[config.mk]
export PLATFORM = sky130hd
export DESIGN_NAME = pipe_tag_tracker_flat
export DESIGN_NICKNAME = d
export VERILOG_FILES = /design/src/rtl/pipe_tag_tracker_if.sv /design/src/rtl/pipe_tag_tracker.sv /design/src/flat_wrapper.sv
export SDC_FILE = /design/constraint.sdc
export NUM_CORES = 1
export LEC_CHECK = 0
export ABC_AREA = 0
export CAP_MARGIN = 20
export CORE_AREA = 4 4 89 91
export DETAILED_ROUTE_END_ITERATION = 8
export DIE_AREA = 0 0 93 95
export PLACE_DENSITY = 0.8
export SLEW_MARGIN = 20
export SYNTH_ARGS = -nofsm -noshare
export SYNTH_HDL_FRONTEND = slang
export SYNTH_SLANG_ARGS = --single-unit
[constraint.sdc]
create_clock -name clk -period 6.3 [get_ports clk]
set_input_delay 1.575 -clock clk [delete_from_list [all_inputs] [get_ports clk]]
set_output_delay 1.575 -clock clk [all_outputs]
set_load 0.02 [all_outputs]
[src/rtl/pipe_tag_tracker_if.sv]
// Bundle of pipe_tag_tracker control inputs and observation outputs.
// The master drives advance/flush/clear; the slave (tracker) drives tags and status.
interface pipe_tag_tracker_if #(
  parameter int STAGES = 5,
  parameter int TAG_W  = 6,
  parameter int CNT_W  = 32
);
  localparam int OCC_W = $clog2(STAGES+1);

  logic [STAGES-1:0]       stage_inc;
  logic [STAGES-1:0]       stage_flush;
  logic                    clr;
  logic [STAGES*TAG_W-1:0] stage_tag;
  logic [STAGES-1:0]       stage_vld;
  logic [OCC_W-1:0]        occupancy;
  logic                    retire_strb;
  logic [TAG_W-1:0]        retire_tag;
  logic [CNT_W-1:0]        retire_cnt;
  logic                    order_err;
  logic                    lost_err;

  modport master (
    output stage_inc, stage_flush, clr,
    input  stage_tag, stage_vld, occupancy, retire_strb, retire_tag,
           retire_cnt, order_err, lost_err
  );

  modport slave (
    input  stage_inc, stage_flush, clr,
    output stage_tag, stage_vld, occupancy, retire_strb, retire_tag,
           retire_cnt, order_err, lost_err
  );
endinterface

[src/rtl/pipe_tag_tracker.sv]
// Transaction tag tracker shadowing the core pipeline: per-stage tag/valid,
// retire strobe/count, and sticky ordering and lost-transaction checkers.
module pipe_tag_stage #(
  parameter int TAG_W = 6
) (
  input  logic             clk,
  input  logic             rstn,
  input  logic             i_inc,
  input  logic             i_flush,
  input  logic [TAG_W-1:0] i_nxt_tag,
  input  logic             i_nxt_vld,
  output logic [TAG_W-1:0] o_tag,
  output logic             o_vld
);
  logic [TAG_W-1:0] r_tag;
  logic             r_vld;

  // Flush wins over advance for the valid bit, but the tag still moves.
  always_ff @(posedge clk or negedge rstn) begin
    if (!rstn) begin
      r_tag <= '0;
      r_vld <= 1'b0;
    end else if (i_inc) begin
      r_tag <= i_nxt_tag;
      r_vld <= i_nxt_vld & ~i_flush;
    end else if (i_flush) begin
      r_vld <= 1'b0;
    end
  end

  assign o_tag = r_tag;
  assign o_vld = r_vld;
endmodule

module pipe_tag_tracker #(
  parameter int STAGES = 5,
  parameter int TAG_W  = 6,
  parameter int CNT_W  = 32
) (
  input  logic             clk,
  input  logic             rstn,
  pipe_tag_tracker_if.slave bus
);
  localparam int L     = STAGES-1;
  localparam int OCC_W = $clog2(STAGES+1);

  logic [STAGES-1:0][TAG_W-1:0] w_tag;
  logic [STAGES-1:0][TAG_W-1:0] w_nxt_tag;
  logic [STAGES-1:0]            w_nxt_vld;
  logic [STAGES-1:0]            w_vld;
  logic [OCC_W-1:0]             w_occ;
  logic [TAG_W-1:0]             w_d;
  logic                         w_ret;
  logic                         w_lost;
  logic                         w_ord_bad;

  logic                         r_strb;
  logic [TAG_W-1:0]             r_rtag;
  logic [CNT_W-1:0]             r_cnt;
  logic                         r_order_err;
  logic                         r_lost_err;
  logic [TAG_W-1:0]             r_last_tag;
  logic                         r_seen;

  for (genvar i = 0; i < STAGES; i++) begin : g_stg
    if (i == 0) begin : g_head
      assign w_nxt_tag[i] = w_tag[0] + TAG_W'(1);
      assign w_nxt_vld[i] = 1'b1;
    end else begin : g_body
      assign w_nxt_tag[i] = w_tag[i-1];
      assign w_nxt_vld[i] = w_vld[i-1];
    end

    pipe_tag_stage #(.TAG_W(TAG_W)) u_stg (
      .clk       (clk),
      .rstn      (rstn),
      .i_inc     (bus.stage_inc[i]),
      .i_flush   (bus.stage_flush[i]),
      .i_nxt_tag (w_nxt_tag[i]),
      .i_nxt_vld (w_nxt_vld[i]),
      .o_tag     (w_tag[i]),
      .o_vld     (w_vld[i])
    );
  end

  always_comb begin
    w_occ = '0;
    for (int i = 0; i < STAGES; i++) w_occ = w_occ + OCC_W'(w_vld[i]);
  end

  // A live stage that is overwritten while its successor stalls loses a transaction.
  assign w_lost = |(bus.stage_inc[L-1:0] & w_vld[L-1:0] &
                    ~bus.stage_inc[L:1] & ~bus.stage_flush[L-1:0]);

  assign w_ret     = bus.stage_inc[L] & w_vld[L-1] & ~bus.stage_flush[L];
  assign w_d       = w_tag[L-1] - r_last_tag;
  // Tags must move forward by less than half the tag space; flush gaps are fine.
  assign w_ord_bad = w_ret & r_seen & ((w_d == '0) | w_d[TAG_W-1]);

  always_ff @(posedge clk or negedge rstn) begin
    if (!rstn) begin
      r_strb      <= 1'b0;
      r_rtag      <= '0;
      r_cnt       <= '0;
      r_order_err <= 1'b0;
      r_lost_err  <= 1'b0;
      r_last_tag  <= '0;
      r_seen      <= 1'b0;
    end else begin
      r_strb <= w_ret;
      if (w_ret) begin
        r_rtag     <= w_tag[L-1];
        r_last_tag <= w_tag[L-1];
        r_seen     <= 1'b1;
      end else if (bus.clr) begin
        r_seen     <= 1'b0;
      end
      if (bus.clr) begin
        r_cnt       <= '0;
        r_order_err <= 1'b0;
        r_lost_err  <= 1'b0;
      end else begin
        if (w_ret)     r_cnt       <= r_cnt + CNT_W'(1);
        if (w_ord_bad) r_order_err <= 1'b1;
        if (w_lost)    r_lost_err  <= 1'b1;
      end
    end
  end

  assign bus.stage_tag   = w_tag;
  assign bus.stage_vld   = w_vld;
  assign bus.occupancy   = w_occ;
  assign bus.retire_strb = r_strb;
  assign bus.retire_tag  = r_rtag;
  assign bus.retire_cnt  = r_cnt;
  assign bus.order_err   = r_order_err;
  assign bus.lost_err    = r_lost_err;
endmodule

[src/flat_wrapper.sv]
// flat-port wrapper written by rule: the top's interface ports become plain ports
module pipe_tag_tracker_flat 
#(
  parameter int STAGES = 5,
  parameter int TAG_W  = 6,
  parameter int CNT_W  = 32
)
  (clk, rstn, bus_stage_inc, bus_stage_flush, bus_clr, bus_stage_tag, bus_stage_vld, bus_occupancy, bus_retire_strb, bus_retire_tag, bus_retire_cnt, bus_order_err, bus_lost_err);
  pipe_tag_tracker_if #(.STAGES(STAGES), .TAG_W(TAG_W), .CNT_W(CNT_W)) bus_i ();
  input  logic clk;
  input  logic rstn;
  input wire logic [$bits(bus_i.stage_inc)-1:0] bus_stage_inc;
  input wire logic [$bits(bus_i.stage_flush)-1:0] bus_stage_flush;
  input wire logic [$bits(bus_i.clr)-1:0] bus_clr;
  output wire logic [$bits(bus_i.stage_tag)-1:0] bus_stage_tag;
  output wire logic [$bits(bus_i.stage_vld)-1:0] bus_stage_vld;
  output wire logic [$bits(bus_i.occupancy)-1:0] bus_occupancy;
  output wire logic [$bits(bus_i.retire_strb)-1:0] bus_retire_strb;
  output wire logic [$bits(bus_i.retire_tag)-1:0] bus_retire_tag;
  output wire logic [$bits(bus_i.retire_cnt)-1:0] bus_retire_cnt;
  output wire logic [$bits(bus_i.order_err)-1:0] bus_order_err;
  output wire logic [$bits(bus_i.lost_err)-1:0] bus_lost_err;
  assign bus_i.stage_inc = bus_stage_inc;
  assign bus_i.stage_flush = bus_stage_flush;
  assign bus_i.clr = bus_clr;
  assign bus_stage_tag = bus_i.stage_tag;
  assign bus_stage_vld = bus_i.stage_vld;
  assign bus_occupancy = bus_i.occupancy;
  assign bus_retire_strb = bus_i.retire_strb;
  assign bus_retire_tag = bus_i.retire_tag;
  assign bus_retire_cnt = bus_i.retire_cnt;
  assign bus_order_err = bus_i.order_err;
  assign bus_lost_err = bus_i.lost_err;
  pipe_tag_tracker #(.STAGES(STAGES), .TAG_W(TAG_W), .CNT_W(CNT_W)) u_core (.clk(clk), .rstn(rstn), .bus(bus_i));
endmodule
* After elaboration in Yosys (flattened, before gate mapping)
Cells that the tools add are included.
** Cells by class
- $add $sub $neg :: 7
- Muxes and demuxes :: 18
- Bitwise gates (word level) :: 19
- Reduce and logical (&&, ||, !) cells :: 10
** Operators with widths (number)
- $mux 32 :: 2
- $add 32x1->32 const B :: 1
- $mux 1 :: 16
- $reduce_bool 2->1 :: 8
- $and 4x4->4 :: 3
- $add 3x1->3 :: 3
- $and 1x1->1 :: 8
- $not 4->4 :: 2
- $add 6x1->6 const B :: 1
- $logic_not 6->1 :: 1
- $sub 6x6->6 :: 1
- $not 1->1 :: 5
- $reduce_or 4->1 :: 1
- $add 1x1->2 :: 1
- $or 1x1->1 :: 1
** Storage, ports and cells
- Flip-flop bits (word level) :: 77
- Input port bits :: 13
- Output and inout bits :: 79
- Word-level logic and storage cells :: 70

* Longest topological paths before layout
- Word-level depth :: 6
- Gate-level depth with buffers :: 8

* Hierarchy
A second synthesis with hierarchy kept.
** Second synthesis, totals
- Cell total of the unflattened synthesis :: 333
- Area total of the unflattened synthesis :: 3839.9 µm²
** Modules (own cells, without submodules)
- pipe_tag_tracker :: instances 1, cells each 253, area each 2388.5 µm², sequential area each 1051.0 µm²
- pipe_tag_stage :: instances 5, cells each 16, area each 290.3 µm², sequential area each 175.2 µm²

* Least setup slack after synthesis
No wires, ideal clock.
- Path type :: register -> output
- Start :: reg u_core.g_stg[1].u_stg.r_vld
- End :: out bus_occupancy[1]
- Data arrival time :: 1.973 ns
- Data required time :: 4.725 ns
- Setup slack :: 2.752 ns
- Stages on the path, launching flop included :: 9
- Buffers on the path :: 0
- Cell sequence :: dfrtp_1 -> ha_1 -> inv_1 -> fa_1 -> inv_1 -> ha_1 -> inv_1 -> fa_1 -> inv_1
** On the way
- Word-level cells in the longest chain between the ends :: 4
** Ends and longest elaborated chain
- from (decl) :: line pipe_tag_tracker.sv:16 : logic r_vld;
- from (signal assigned) :: line pipe_tag_tracker.sv:25 : r_vld <= i_nxt_vld & ~i_flush;
- $add 1x1->2 :: line pipe_tag_tracker.sv:88 : for (int i = 0; i < STAGES; i++) w_occ = w_occ + OCC_W'(w_vld[i]);
- $add 3x1->3 (3 in series) :: line pipe_tag_tracker.sv:88
- to (decl) :: line flat_wrapper.sv:17 : output wire logic [$bits(bus_i.occupancy)-1:0] bus_occupancy;
No other way between the ends.

* Worst setup path after layout
Same ends and word-level chain as after synthesis.

==> out/qor.csv <==
stage;metric;value;unit
min_path;Hold Path Sink;u_core.g_stg[0].u_stg.o_tag[5];
global_route;first-pass GRT wire length;13900;um
timing;Max-slew headroom;0.3705;
worst_setup_path;Crit-path slowest cell;clkdlybuf4s50_1;
yosys;Netlist cell types;39;
worst_setup_path;worst-path cell chain;ha_1, inv_1, fa_1, inv_1, ha_1, inv_1, fa_1, inv_1, clkdlybuf4s50_1;
layout;Finished Cell Area;0.004883;mm2
clock_tree;clock latency on the worst-skew pair;350;ps
floorplanning;core area;0.007137;mm2
timing;Final Hold Viols;0;
floorplanning;row cnt;31;
clock_tree;CTS resizes;0;
timing;Period Utilization, post-route;0.7141;
global_route;total congestion overflow;0;
clock_tree;Num CTS Buffers;9;
placement;RD Place Congestion;0.8535;
clock_tree;post-CTS setup buffer count;0;
detailed_routing;routed len/inst;15.27;um
placement;I/O Buffers;91;
global_route;global-route usage over all layers;0.2028;
timing;final setup fails;0;
worst_setup_path;slowest cell delay on critical path;600;ps
yosys;syn nets;370;
min_path;Hold/Removal Path Class;reg -> reg;
timing;RSZ-0062 raised after global routing;false;
worst_setup_path;Critical Path RT;4720;ps
worst_setup_path;reg2reg end;u_core.bus.retire_cnt[22];
layout;NumNets Final;456;
floorplanning;Boundary Pins;92;
floorplanning;Die Y-Extent;95;um
worst_setup_path;worst reg2reg setup slack;4140;ps
yosys;area of the mapped netlist;0.003725;mm2
timing;post-route minimum period;4499;ps
timing;Clock Skews;15.41;ps
worst_setup_path;crit path launch type;flop;
min_path;min-delay src;u_core.g_stg[0].u_stg.o_tag[5];
worst_setup_path;WP data arrival;2920;ps
detailed_routing;Routed Antenna Nets;0;
min_path;hold path depth;1;
detailed_routing;drt pass-1 iters;4;
worst_setup_path;reg-to-reg startpoint;u_core.bus.retire_cnt[6];
layout;layout cells sized above 1;0.1101;
worst_setup_path;critical path class;reg -> out;
floorplanning;starting density of the core;0.5219;
clock_tree;maximum buffer depth of the clock tree;2;
floorplanning;die span in x;93;um
global_route;largest net degree at the start of global routing;78;
yosys;Synth Instances;345;
power_and_ir_drop;leakage;2.127;nW
worst_setup_path;most used cell along the critical path;inv_1;
power_and_ir_drop;pwr dens;337.7;mW/mm2
clock_tree;H-tree depth;3;
layout;final core utilization;0.6843;
worst_setup_path;critical path endpoint category;primary output;
detailed_routing;DR vias/cell;5.262;
yosys;Synth Warn #;0;
detailed_routing;1st-iter DRT viols;160;
placement;DP Area;0.004676;mm2
floorplanning;die area;0.008835;mm2
timing;setup TNS;0;ps
yosys;synthesized area per cell;10.80;um2
timing;worst slew pin tran;944.3;ps
detailed_routing;WL final;8171;um
run_status;status;completed;
power_and_ir_drop;Max IR drop VDD;315.1;uV
global_route;vias in the first global route;2794;
worst_setup_path;R2R cell count;5;
layout;diode count;0;
yosys;register area share after synthesis;0.5173;
timing;Final Max Slew Viols;0;
layout;synthesis-to-layout area growth;31.11;%
clock_tree;Clock Sink Count;77;
clock_tree;CTS tree;built;
worst_setup_path;CP Max Fanout;5;
timing;Fmax achieved;222.3;MHz
global_route;initial antenna violation count;0;
worst_setup_path;Crit path buffers/inverters;5;
job;Max-Cap Viols;0;
worst_setup_path;largest delay contributor family on the critical path;adder cells;
clock_tree;Hold-fix buffers, CTS;0;
clock_tree;Clock Tree Root;clkbuf_8;
clock_tree;Clock transition at path regs;80;ps
placement;detailed placement HPWL;6166;um
detailed_routing;Vias;2815;
yosys;synthesis-stage register bit count;77;
power_and_ir_drop;Final Total Pwr;1.649;mW
detailed_routing;# DRC;0;
-- cells by family after synthesis --
family / count (synthesis) / synth area share
AO/OA/AOI/OAI: 28 / 0.04535
XOR/XNOR: 36 / 0.08465
adder cells (fa/ha/maj): 12 / 0.04636
buffers and inverters: 35 / 0.04199
flip-flops: 77 / 0.5173
multiplexers: 26 / 0.07760
AND/OR/NAND/NOR: 131 / 0.1868
-- synth_stat cells, drive strengths merged --
library cell   n  share of area
a21oi          8          0.011
xor2          24          0.056
nand3          9          0.013
and4           5          0.012
xnor2         12          0.028
fa             3          0.016
ha             9          0.030
nand2         28          0.028
o41ai          1         0.0024
nor4           3          0.013
o21ba          1         0.0027
a31oi          3         0.0050
mux2          23          0.070
or3            3         0.0050
nand4b         2         0.0047
inv           17          0.017
clkinv         1         0.0010
nor4b          1         0.0024
nand3b         1         0.0020
and2           3         0.0050
dfrtp         77           0.52
nor3           3         0.0040
o21ai         10          0.013
buf            8          0.015
and3           5         0.0084
a311oi         1         0.0024
nand4         17          0.032
a31o           1         0.0024
nor2          46          0.048
mux2i          3         0.0081
o21a           2         0.0040
o32ai          1         0.0024
clkbuf         9         0.0091
nand2b         5         0.0084
-- area by class of cell --
type / instances / area (um2)
inverters: 18 / 67.56
clock inverters: 6 / 70.07
repair buffers: 92 / 915.9
fillers: 564 / 2253
multi-input cells: 233 / 1642
flip-flops and latches: 77 / 1927
clock buffers: 10 / 137.6
well taps: 99 / 123.9
-- how the worst max path moves through the flow --
stage	startpoint	end	cells past startpoint
after detailed placement	u_core.g_stg[1].u_stg.o_vld	bus_occupancy[1]	9
final	u_core.g_stg[1].u_stg.o_vld	bus_occupancy[1]	9
after floorplan	u_core.g_stg[1].u_stg.o_vld	bus_occupancy[1]	8
after global routing	u_core.g_stg[0].u_stg.o_vld	bus_occupancy[1]	9
after CTS	u_core.g_stg[1].u_stg.o_vld	bus_occupancy[1]	9
after global placement	u_core.g_stg[1].u_stg.o_vld	bus_occupancy[1]	9
-- state kept, by name (all words and copies together), names as in the netlist --
name,count
u_core.g_stg.u_stg.o_tag,30
u_core.bus.retire_cnt,32
u_core.bus.lost_err,1
u_core.bus.retire_tag,6
u_core.bus.order_err,1
u_core.g_stg.u_stg.o_vld,5
u_core.bus.retire_strb,1
u_core.r_seen,1
-- routing by layer --
metal  track usage  vias up  share of wire
met5             0        -              0
met4       0.08913        0          0.022
met3       0.04462       14          0.055
met2        0.3215       85           0.49
met1        0.2691     1375           0.43
li1              -     1341              -
-- layout by cell type, fill, tap and decap left out, drive strengths merged, types with 2 or more instances in the layout --
cell type and n:
nor2 46, nand3 9, a31oi 3, or3 3
nand4 17, clkinvlp 3, buf 2, nor4 3
and2 3, fa 3, nand2b 5, ha 9
mux2i 3, and4 5, nand2 28, xor2 24
a21oi 8, clkdlybuf4s50 90, clkinv 2, inv 18
mux2 23, and3 5, nand4b 2, o21a 2
o21ai 10, dfrtp 77, clkbuf 10, xnor2 12
nor3 3
-- power by group --
group | total (mW) | internal, mW | leakage (nW) | switching [mW]
clock | 0.382 | 0.196 | 0.0951 | 0.186
sequential | 0.691 | 0.594 | 1.00 | 0.0966
combinational | 0.576 | 0.295 | 1.03 | 0.281
-- through the flow --
stage / hold WS [ps] / worst slack [ps] / std cells
3_3_place_gp: 465.0 / 2207 / 519
5_1_grt: 529.6 / 1659 / 535
4_1_cts: 499.8 / 1779 / 535
2_1_floorplan: 450.3 / 2752 / 345
3_5_place_dp: 475.5 / 2161 / 519
6_report: 505.1 / 1801 / 535
(Power assumes the default switching activity.)
